<file path="config.mk">
export PLATFORM = sky130hd
export DESIGN_NAME = pzx_sram_arbiter
export DESIGN_NICKNAME = d
export VERILOG_FILES = /design/src/rtl/pzx_sram_arbiter.sv
export SDC_FILE = /design/constraint.sdc
export NUM_CORES = 1
export LEC_CHECK = 0
export BUFFER_PORTS_ARGS = -buffer_cell sky130_fd_sc_hd__buf_2
export CAP_MARGIN = 15
export CORE_ASPECT_RATIO = 0.5
export CORE_MARGIN = 3
export CORE_UTILIZATION = 30
export CTS_CLUSTER_SIZE = 12
export DETAILED_ROUTE_END_ITERATION = 10
export MAX_ROUTING_LAYER = met4
export PLACE_DENSITY = 0.6
export SLEW_MARGIN = 20
export SYNTH_ARGS = -nofsm -noshare
export SYNTH_HDL_FRONTEND = slang
export SYNTH_SLANG_ARGS = --single-unit
</file>
<file path="constraint.sdc">
create_clock -name clk -period 2.1 [get_ports clk]
set_input_delay 0.315 -clock clk [delete_from_list [all_inputs] [get_ports clk]]
set_output_delay 0.315 -clock clk [all_outputs]
set_load 0.03 [all_outputs]
</file>
<file path="src/rtl/pzx_sram_arbiter.sv">
// -----------------------------------------------------------------------------
// pzx_sram_arbiter
//
// Shares one external 8-bit asynchronous SRAM between the host (loader/CPU,
// read/write) and the PZX player (read only). Each access runs through a fixed
// sequence IDLE -> SETUP -> STROBE (STROBE_CYCLES) -> HOLD -> IDLE, so an
// access always takes STROBE_CYCLES+3 cycles from the request being seen in
// IDLE to IDLE being re-entered. Ties are resolved round robin.
//
// Parameters
//   STROBE_CYCLES : length of the STROBE phase in cycles (1..15)
//
// Ports
//   clk, rst             : single clock domain, synchronous active-high reset
//   host_req/we/addr/wdata : host request, held until host_ack
//   host_rdata, host_ack : host read data (held between reads), 1-cycle ack
//   play_req/addr        : player read request, held until play_ack
//   play_rdata, play_ack : player read data (held between reads), 1-cycle ack
//   sram_addr            : SRAM address, registered at grant, held in IDLE
//   sram_dout, sram_oe   : write data and its drive enable (tristate built above)
//   sram_din             : data returned by the SRAM
//   sram_we_n            : active-low write strobe, low only in STROBE of a write
//   busy                 : high whenever an access is in progress
// -----------------------------------------------------------------------------
module pzx_sram_arbiter #(
    parameter int STROBE_CYCLES = 2
) (
    input  logic        clk,
    input  logic        rst,
    input  logic        host_req,
    input  logic        host_we,
    input  logic [20:0] host_addr,
    input  logic [7:0]  host_wdata,
    output logic [7:0]  host_rdata,
    output logic        host_ack,
    input  logic        play_req,
    input  logic [20:0] play_addr,
    output logic [7:0]  play_rdata,
    output logic        play_ack,
    output logic [20:0] sram_addr,
    output logic [7:0]  sram_dout,
    output logic        sram_oe,
    input  logic [7:0]  sram_din,
    output logic        sram_we_n,
    output logic        busy
);

    typedef enum logic [1:0] {
        IDLE,
        SETUP,
        STROBE,
        HOLD
    } state_t;

    localparam logic [3:0] STROBE_LOAD = 4'(STROBE_CYCLES - 1);

    state_t      state;
    state_t      state_next;
    logic [3:0]  strobe_cnt;
    logic        grant_play;    // current access belongs to the player
    logic        access_write;  // current access is a host write
    logic        last_play;     // last grant went to the player
    logic        any_req;
    logic        take_play;
    logic        strobe_done;

    assign any_req = host_req | play_req;

    // Player wins when alone, or on a tie when the host was served last.
    assign take_play = play_req & (~host_req | ~last_play);

    assign strobe_done = (state == STROBE) && (strobe_cnt == 4'd0);

    always_ff @(posedge clk) begin
        if (rst) begin
            state <= IDLE;
        end else begin
            state <= state_next;
        end
    end

    always_comb begin
        state_next = state;
        busy       = 1'b1;
        sram_oe    = 1'b0;
        sram_we_n  = 1'b1;
        host_ack   = 1'b0;
        play_ack   = 1'b0;
        case (state)
            IDLE: begin
                busy = 1'b0;
                if (any_req) begin
                    state_next = SETUP;
                end
            end
            SETUP: begin
                sram_oe    = access_write;
                state_next = STROBE;
            end
            STROBE: begin
                sram_oe   = access_write;
                sram_we_n = ~access_write;
                if (strobe_cnt == 4'd0) begin
                    state_next = HOLD;
                end
            end
            HOLD: begin
                sram_oe    = access_write;
                host_ack   = ~grant_play;
                play_ack   = grant_play;
                state_next = IDLE;
            end
            default: begin
                state_next = IDLE;
            end
        endcase
    end

    always_ff @(posedge clk) begin
        if (rst) begin
            grant_play   <= 1'b0;
            access_write <= 1'b0;
            last_play    <= 1'b0;
            strobe_cnt   <= 4'd0;
            sram_addr    <= 21'd0;
            sram_dout    <= 8'd0;
            host_rdata   <= 8'd0;
            play_rdata   <= 8'd0;
        end else begin
            // Everything the access needs is captured at grant, so requester
            // inputs may change freely afterwards.
            if (state == IDLE && any_req) begin
                grant_play   <= take_play;
                last_play    <= take_play;
                access_write <= ~take_play & host_we;
                sram_addr    <= take_play ? play_addr : host_addr;
                if (~take_play & host_we) begin
                    sram_dout <= host_wdata;
                end
            end

            if (state == SETUP) begin
                strobe_cnt <= STROBE_LOAD;
            end else if (state == STROBE && strobe_cnt != 4'd0) begin
                strobe_cnt <= strobe_cnt - 4'd1;
            end

            // Read data is taken at the end of the last STROBE cycle, when the
            // SRAM output has had the full strobe time to settle.
            if (strobe_done && !access_write) begin
                if (grant_play) begin
                    play_rdata <= sram_din;
                end else begin
                    host_rdata <= sram_din;
                end
            end
        end
    end

endmodule

</file>
==> results of run 1 <==
==> metal layers <==
layer / track usage (%) / part of all wire, % / vias up
li1: - / - / 1093
met1: 13.8 / 43 / 998
met2: 23.3 / 52 / 43
met3: 3.19 / 4.3 / 4
met4: 3.00 / 0.79 / 0
met5: - / 0 / -
==> metrics by stage <==
stage | area [um2] | setup WS, ns | cells | hold slack (ns)
global route | 3260 | 0.0715 | 463 | 0.274
CTS | 3260 | 0.181 | 463 | 0.268
detailed placement | 3080 | 0.197 | 455 | 0.464
finish | 3260 | 0.186 | 463 | 0.274
global placement | 3080 | 0.286 | 455 | 0.457
floorplan | 2420 | 0.484 | 251 | 0.463
==> path summary, 6_finish.rpt <==
kind | cells after the start | to | slack [ns]
hold / removal | 3 | sram_dout[6]$_SDFFE_PP0P_ | 0.27
setup / recovery | 5 | play_rdata[5]$_SDFFE_PP0P_ | 0.19
setup reg to reg | 5 | play_rdata[5]$_SDFFE_PP0P_ | 0.19
hold reg to reg | 2 | host_rdata[1]$_SDFFE_PP0P_ | 0.47
==> Yosys cell counts, drive strengths merged <==
cell	number	area share (%)
nor2	25	3.9
nor4b	1	0.36
and2	1	0.26
o21a	1	0.31
nand2b	27	7.0
nand4bb	1	0.67
o211ai	2	0.62
a22oi	1	0.31
nor3	2	0.88
dfxtp	53	44
clkbuf	12	1.9
mux2i	38	16
a22o	1	0.41
a221oi	1	0.62
a21boi	1	0.47
inv	6	0.93
nor2b	3	0.78
or3	2	0.52
a2111oi	1	0.62
or3b	2	0.72
buf	7	1.8
o31ai	1	0.31
nand3	9	1.9
nand2	4	0.62
xor2	1	0.36
a21oi	9	1.9
and3	2	0.52
ha	6	3.1
o21ai	9	1.9
a211oi	22	6.8
==> registers in the layout (all words and copies together) (netlist names) <==
register	flops
state	2
access_write	1
host_rdata	8
sram_dout	8
play_rdata	8
strobe_cnt	4
last_play	1
sram_addr	21
==> kinds of logic after synthesis <==
family                     share of synthesized area [%]
AOI/OAI and AO/OA                                   14.2
xor gates and xnor gates                           0.362
adders and majority gates                           3.11
buffers and inverters                               4.61
DFF                                                 43.9
muxes                                               15.7
and+or+nand+nor                                     18.1
==> cell type report <==
class                      instances  area, um2
clock buffer                       6        139
clock inverter                     2       37.5
fill                             747       4310
inverter                           6       22.5
multi-input combinational        173       1250
sequential                        53       1060
tap                              108        135
timing repair buffer             115        608
==> worst max-delay path, stage by stage (launching register included) <==
cell and delay (ns):
dfxtp_1 0.33, inv_1 0.14, ha_1 0.33, nand4bb_2 0.17, or3b_1 0.61, mux2i_1 0.19
==> power groups by stage <==
stage | registers [mW] | logic [mW] | clock network (mW)
2_1_floorplan | 1.77 | 0.764 | 0
3_3_place_gp | 1.39 | 1.54 | 0
3_5_place_dp | 1.41 | 1.58 | 0
4_1_cts | 1.39 | 1.58 | 0.978
5_1_grt | 1.41 | 1.71 | 1.01
6_report | 1.38 | 1.56 | 0.941
==> impl_metrics.json, run 1 <==
{
  "status": "finished, final reports clean",
  "vias_per_cell": 4.62,
  "cts_tree": "done",
  "rsz0062_at_grt": "no",
  "cts_buffer_depth": 2,
  "power_density_mw_per_mm2": 1190,
  "wirelength_mm": 5.66,
  "rr_startpoint": "state[0]$_SDFFE_PP0P_",
  "num_vias": 2138,
  "setup_violations": 0,
  "drv_slew": 0,
  "start_util_pct": 31.9,
  "endpoint_kind": "register",
  "yosysUniqueCellTypes": 35,
  "maxCapViolations": 0,
  "fin_skew_ns": 0.00466,
  "crit_required_ns": 2.26,
  "p_leak_nw": 1.54,
  "post-route-period-util_pct": 91.1,
  "synthCells": 251,
  "cts_setup_buffers": 0,
  "clk_latency_ns": 0.29,
  "layout_common_cells": "buf_2, dfxtp_1, mux2i_1, nand2b_1, nor2_1",
  "fp.dieH_um": 69.5,
  "cts_inserted_buffers": 5,
  "hold_path.class": "input pin to register",
  "power_frac_seq_pct": 35.6,
  "crit_start": "state[0]$_SDFFE_PP0P_",
  "tightest_slew_ns": 0.727,
  "slew-limit-headroom_pct": 51.5,
  "timing.final.hold_violations": 0,
  "clkPwrFrac_pct": 24.2,
  "cts_resized": 0,
  "gr-total-overflow": 0,
  "grtUsageTotal_pct": 12.7,
  "grt_pass1_vias": 2177,
  "ys_warn_count": 0,
  "drc": 0,
  "grt_pass1_wl_mm": 9.68,
  "numPortBuffers": 112,
  "fp.dieW_um": 133,
  "start_kind": "register",
  "dp_hpwl_mm": 4.34,
  "dr.pass1.iters": 4,
  "crit_type": "register to register",
  "postRouteAntennaNets": 0,
  "p_switching_mw": 1.51,
  "syn_nets": 320,
  "crit_fanout": 8,
  "max-vdd-ir-drop_v": 0.000426,
  "grt_max_degree": 47,
  "drt_iter0_drc": 51,
  "synth_seq_cells": 53,
  "fmax_mhz": 523,
  "cts_root_buf": "clkbuf_16",
  "power_frac_comb_pct": 40.2,
  "switching_share_pct": 38.8,
  "arrival_ns": 2.07,
  "ys_seq_area_share_pct": 43.9,
  "ios": 113,
  "avgSynthCellArea_um2": 9.63,
  "core-area_mm2": 0.00757,
  "grt_antenna_before_repair": 0,
  "drive_gt1_share_pct": 36.3,
  "area_growth_pct": 34.7,
  "clk_pin_slew_ns": 0.07,
  "cell_internal_pwr_mw": 2.38,
  "syn_area_mm2": 0.00242,
  "die_area_mm2": 0.00924,
  "final_common_cell": "buf_2",
  "p_total_mw": 3.89,
  "fin_util_pct": 43.0,
  "clock-sinks": 53,
  "wire_per_inst_um": 12.2,
  "fin_tns_setup_ns": 0,
  "num_rows": 22,
  "antenna_cells": 0,
  "finish.net_count": 423,
  "period_needed_ns": 1.91,
  "htree_levels": 2,
  "place_congestion": 0.799,
  "worstHoldStart": "host_wdata[6]",
  "hold_buffers": 0
}
No activity file was read; power rests on OpenSTA's default activity.
==> inputs of run 2 (changes only) <==
- CORE_UTILIZATION: 30 -> 33
- PLACE_DENSITY: 0.6 -> 0.64
==> impl_metrics.json, run 2 (synthesized netlist as in run 1, its figures left out) <==
{
  "ios": 113,
  "cts_setup_buffers": 0,
  "start_util_pct": 35.1,
  "cts_buffer_depth": 2,
  "grt_max_degree": 43,
  "arrival_ns": 2.05,
  "cts_resized": 0,
  "hold_buffers": 0,
  "dp_cells": 439,
  "status": "finished, final reports clean",
  "final_common_cell": "buf_2",
  "num_vias": 2116,
  "grtUsageTotal_pct": 14.2,
  "grt_pass1_wl_mm": 9.47,
  "hold_ws_ns": 0.274,
  "start_kind": "register",
  "cts_root_buf": "clkbuf_16",
  "postRouteAntennaNets": 0,
  "fin_util_pct": 47.1,
  "endpoint_kind": "register",
  "drv_slew": 0,
  "wire_per_inst_um": 13.0,
  "max-vdd-ir-drop_v": 0.000460,
  "drt_iter0_drc": 59,
  "num_rows": 21,
  "final_cells": 447,
  "antenna_cells": 0,
  "maxCapViolations": 0,
  "area_growth_pct": 34.1,
  "wirelength_mm": 5.81,
  "p_leak_nw": 1.55,
  "regMostFlops": "sram_addr",
  "drc": 0,
  "rsz0062_at_grt": "no",
  "place_congestion": 0.731,
  "crit_type": "register to register",
  "hold_path.class": "input pin to register",
  "largest_reg_flops": 21,
  "crit_required_ns": 2.26,
  "gr-total-overflow": 0,
  "rr_worst_depth": 5,
  "grt_antenna_before_repair": 0,
  "die_area_mm2": 0.00845,
  "tightest_slew_ns": 0.612,
  "fin_tns_setup_ns": 0,
  "clock-sinks": 53,
  "cts_tree": "done",
  "dr.pass1.iters": 4,
  "core-area_mm2": 0.00688,
  "drive_gt1_share_pct": 36.3,
  "power_density_mw_per_mm2": 1230,
  "fp.dieW_um": 127,
  "dp_hpwl_mm": 4.32,
  "htree_levels": 2,
  "post-route-period-util_pct": 90.2,
  "vias_per_cell": 4.73,
  "slew-limit-headroom_pct": 59.1,
  "fin_skew_ns": 0.00211,
  "numPortBuffers": 112,
  "setup_violations": 0,
  "fp.dieH_um": 66.5,
  "layout_common_cells": "buf_2, dfxtp_1, mux2i_1, nand2b_1, nor2_1",
  "finish.net_count": 423,
  "clk_pin_slew_ns": 0.07,
  "grt_pass1_vias": 2055,
  "clk_latency_ns": 0.29,
  "timing.final.hold_violations": 0,
  "crit_fanout": 8,
  "fmax_mhz": 528,
  "cts_inserted_buffers": 5,
  "period_needed_ns": 1.90,
  "whs_path_depth": 3
}
==> run 2: changes by cell type in the layout (fill, tap and decap cells not counted) <==
cell,delta
bufinv_16,+1
a21boi_2,+1
clkinv_2,+1
clkbuf_8,-1
a21boi_4,-1
clkinvlp_4,-1
==> run 2: critical path, cell delays in order (launching register included) <==
cell	delay, ns
dfxtp_1	0.33
inv_1	0.14
ha_1	0.31
nand4bb_2	0.17
or3b_1	0.62
mux2i_1	0.19
==> run 2: metal layers <==
metal / vias up / routed length, um / part of all wire (%) / track usage (%)
li1: 1086 / - / - / -
met1: 974 / 2460 / 42 / 16.0
met4: 0 / 72 / 1.2 / 4.01
met5: - / 0 / 0 / -
met2: 50 / 3000 / 52 / 25.9
met3: 6 / 274 / 4.7 / 3.20
==> run 2: path summary, 6_finish.rpt <==
kind	from	to	slack [ns]
min reg2reg	host_rdata[7]$_SDFFE_PP0P_	host_rdata[7]$_SDFFE_PP0P_	0.47
max reg2reg	state[0]$_SDFFE_PP0P_	play_rdata[4]$_SDFFE_PP0P_	0.20
max	state[0]$_SDFFE_PP0P_	play_rdata[4]$_SDFFE_PP0P_	0.20
min	host_wdata[0]	sram_dout[0]$_SDFFE_PP0P_	0.27
==> run 2: report_power, final <==
group          internal [mW]  switching [mW]  leakage [nW]
clock network          0.680           0.355        0.0938
logic                  0.542            1.02          1.02
registers               1.24           0.139         0.434
==> run 2: layout make-up <==
cell class,instances,area (um2)
clock buffer,5,125
timing repair buffer,115,608
fill,665,3640
tap,92,115
multi-input combinational,173,1240
sequential,53,1060
inverter,6,22.5
clock inverter,3,65.1
==> run 2: through the flow <==
stage,worst slack (ns),cell area (um2),total power [mW]
2_1_floorplan,0.484,2420,2.53
3_3_place_gp,0.303,3050,2.93
3_5_place_dp,0.206,3050,2.98
4_1_cts,0.193,3240,4.05
5_1_grt,0.0399,3240,4.23
6_report,0.205,3240,3.98
==> inputs of run 3 (changes only) <==
- CORE_MARGIN: 3 -> 1.5
==> impl_metrics.json, run 3 (synthesized netlist as in run 1, its figures left out) <==
{
  "start_kind": "register",
  "setup_ws_ns": 0.187,
  "timing.final.hold_violations": 0,
  "finish.net_count": 424,
  "final_common_cell": "buf_2",
  "antenna_cells": 0,
  "post-route-period-util_pct": 91.1,
  "layout_common_cells": "buf_2, dfxtp_1, mux2i_1, nand2b_1, nor2_1",
  "grt_pass1_wl_mm": 9.20,
  "max-vdd-ir-drop_v": 0.000501,
  "clock-sinks": 53,
  "arrival_ns": 2.07,
  "fmax_mhz": 523,
  "power_density_mw_per_mm2": 1170,
  "dr.pass1.iters": 4,
  "clk_latency_ns": 0.29,
  "grt_antenna_before_repair": 0,
  "drv_slew": 0,
  "setup_violations": 0,
  "area_growth_pct": 31.7,
  "crit_type": "register to register",
  "cts_buffer_depth": 2,
  "status": "finished, final reports clean",
  "worstHoldStart": "host_wdata[6]",
  "dp_hpwl_mm": 4.25,
  "crit_fanout": 8,
  "slew-limit-headroom_pct": 60.9,
  "final_area_mm2": 0.00318,
  "wire_per_inst_um": 12.6,
  "fin_tns_setup_ns": 0,
  "reg2reg_to": "play_rdata[4]$_SDFFE_PP0P_",
  "wirelength_mm": 5.64,
  "max_stage_delay_ns": 0.61,
  "cts_resized": 0,
  "cts_setup_buffers": 0,
  "num_rows": 21,
  "slowest_stage": "or3b_1",
  "fp.dieH_um": 63.5,
  "hold_path.class": "input pin to register",
  "die_area_mm2": 0.00788,
  "maxCapViolations": 0,
  "min_to": "sram_dout[6]$_SDFFE_PP0P_",
  "whs_path_depth": 3,
  "cts_inserted_buffers": 5,
  "num_vias": 2148,
  "period_needed_ns": 1.91,
  "dp_slack_ns": 0.196,
  "endpoint_kind": "register",
  "gr-total-overflow": 0,
  "cts_tree": "done",
  "start_util_pct": 35.1,
  "rr_worst_depth": 5,
  "crit_start": "state[0]$_SDFFE_PP0P_",
  "drt_iter0_drc": 68,
  "tightest_slew_ns": 0.587,
  "crit_required_ns": 2.26,
  "cp_cell_sequence": "inv_1, ha_1, nand4bb_2, or3b_1, mux2i_1",
  "numPortBuffers": 112,
  "drc": 0,
  "r2r_setup_slack_ns": 0.19,
  "place_area_mm2": 0.00305,
  "grtUsageTotal_pct": 15.2,
  "fin_skew_ns": 0.00375,
  "hold_buffers": 0,
  "grt_max_degree": 43,
  "drive_gt1_share_pct": 35.7,
  "postRouteAntennaNets": 0,
  "ios": 113,
  "place_congestion": 0.733,
  "fp.dieW_um": 124,
  "clk_pin_slew_ns": 0.06,
  "htree_levels": 2,
  "largest_reg_flops": 21,
  "rr_startpoint": "state[0]$_SDFFE_PP0P_",
  "p_leak_nw": 1.52,
  "p_total_mw": 3.72,
  "rsz0062_at_grt": "no",
  "grt_pass1_vias": 2089,
  "core-area_mm2": 0.00688,
  "cts_root_buf": "clkbuf_16",
  "vias_per_cell": 4.79,
  "fin_util_pct": 46.2,
  "regMostFlops": "sram_addr"
}
## run 3: cell count changes in the layout (fill, tap and decap cells not counted), sizes merged
cell,before,now
clkinv,1,0
clkbuf,5,8
bufinv,2,0
buf,115,116
## run 3: how the worst max path moves through the flow
stage | to | slack (ns) | cells after the start
global route | play_rdata[2]$_SDFFE_PP0P_ | 0.05 | 5
finish | play_rdata[4]$_SDFFE_PP0P_ | 0.19 | 5
detailed placement | play_rdata[6]$_SDFFE_PP0P_ | 0.20 | 5
global placement | play_rdata[5]$_SDFFE_PP0P_ | 0.30 | 5
floorplan | play_rdata[0]$_SDFFE_PP0P_ | 0.48 | 6
CTS | play_rdata[2]$_SDFFE_PP0P_ | 0.18 | 5
## run 3: worst max-delay path, delay by kind of cell, from the launching register on
family	cells	cell delay [ns]
simple gates	2	0.79
fa+ha+maj	1	0.32
flops	1	0.33
mux	1	0.19
buf+inv	1	0.15
## run 3: power by group
part | leakage [nW] | total (mW) | switching, mW | internal, mW
registers | 0.434 | 1.38 | 0.140 | 1.24
clock network | 0.0652 | 0.776 | 0.332 | 0.444
logic | 1.02 | 1.57 | 1.03 | 0.539
total | 1.52 | 3.72 | 1.50 | 2.23
## run 3: area by class of cell
cell class                 instances  area (um2)
clock buffer                       8         136
fill                             669        3700
inverter                           6        22.5
multi-input combinational        173        1240
sequential                        53        1060
tap                               92         115
timing repair buffer             116         603
## run 3: routing by layer
metal  wire length, um  up-vias  track usage [%]  part of all wire (%)
met5                 0        -                -                     0
met4                70        0             6.39                   1.2
met3               279        4             3.62                   4.9
met2              2800       52             26.5                    50
met1              2490     1002             16.6                    44
li1                  -     1090                -                     -
## run 3: through the flow
stage / hold slack (ns) / cells
detailed placement: 0.467 / 440
finish: 0.278 / 448
floorplan: 0.463 / 251
global route: 0.279 / 448
global placement: 0.455 / 440
CTS: 0.273 / 448
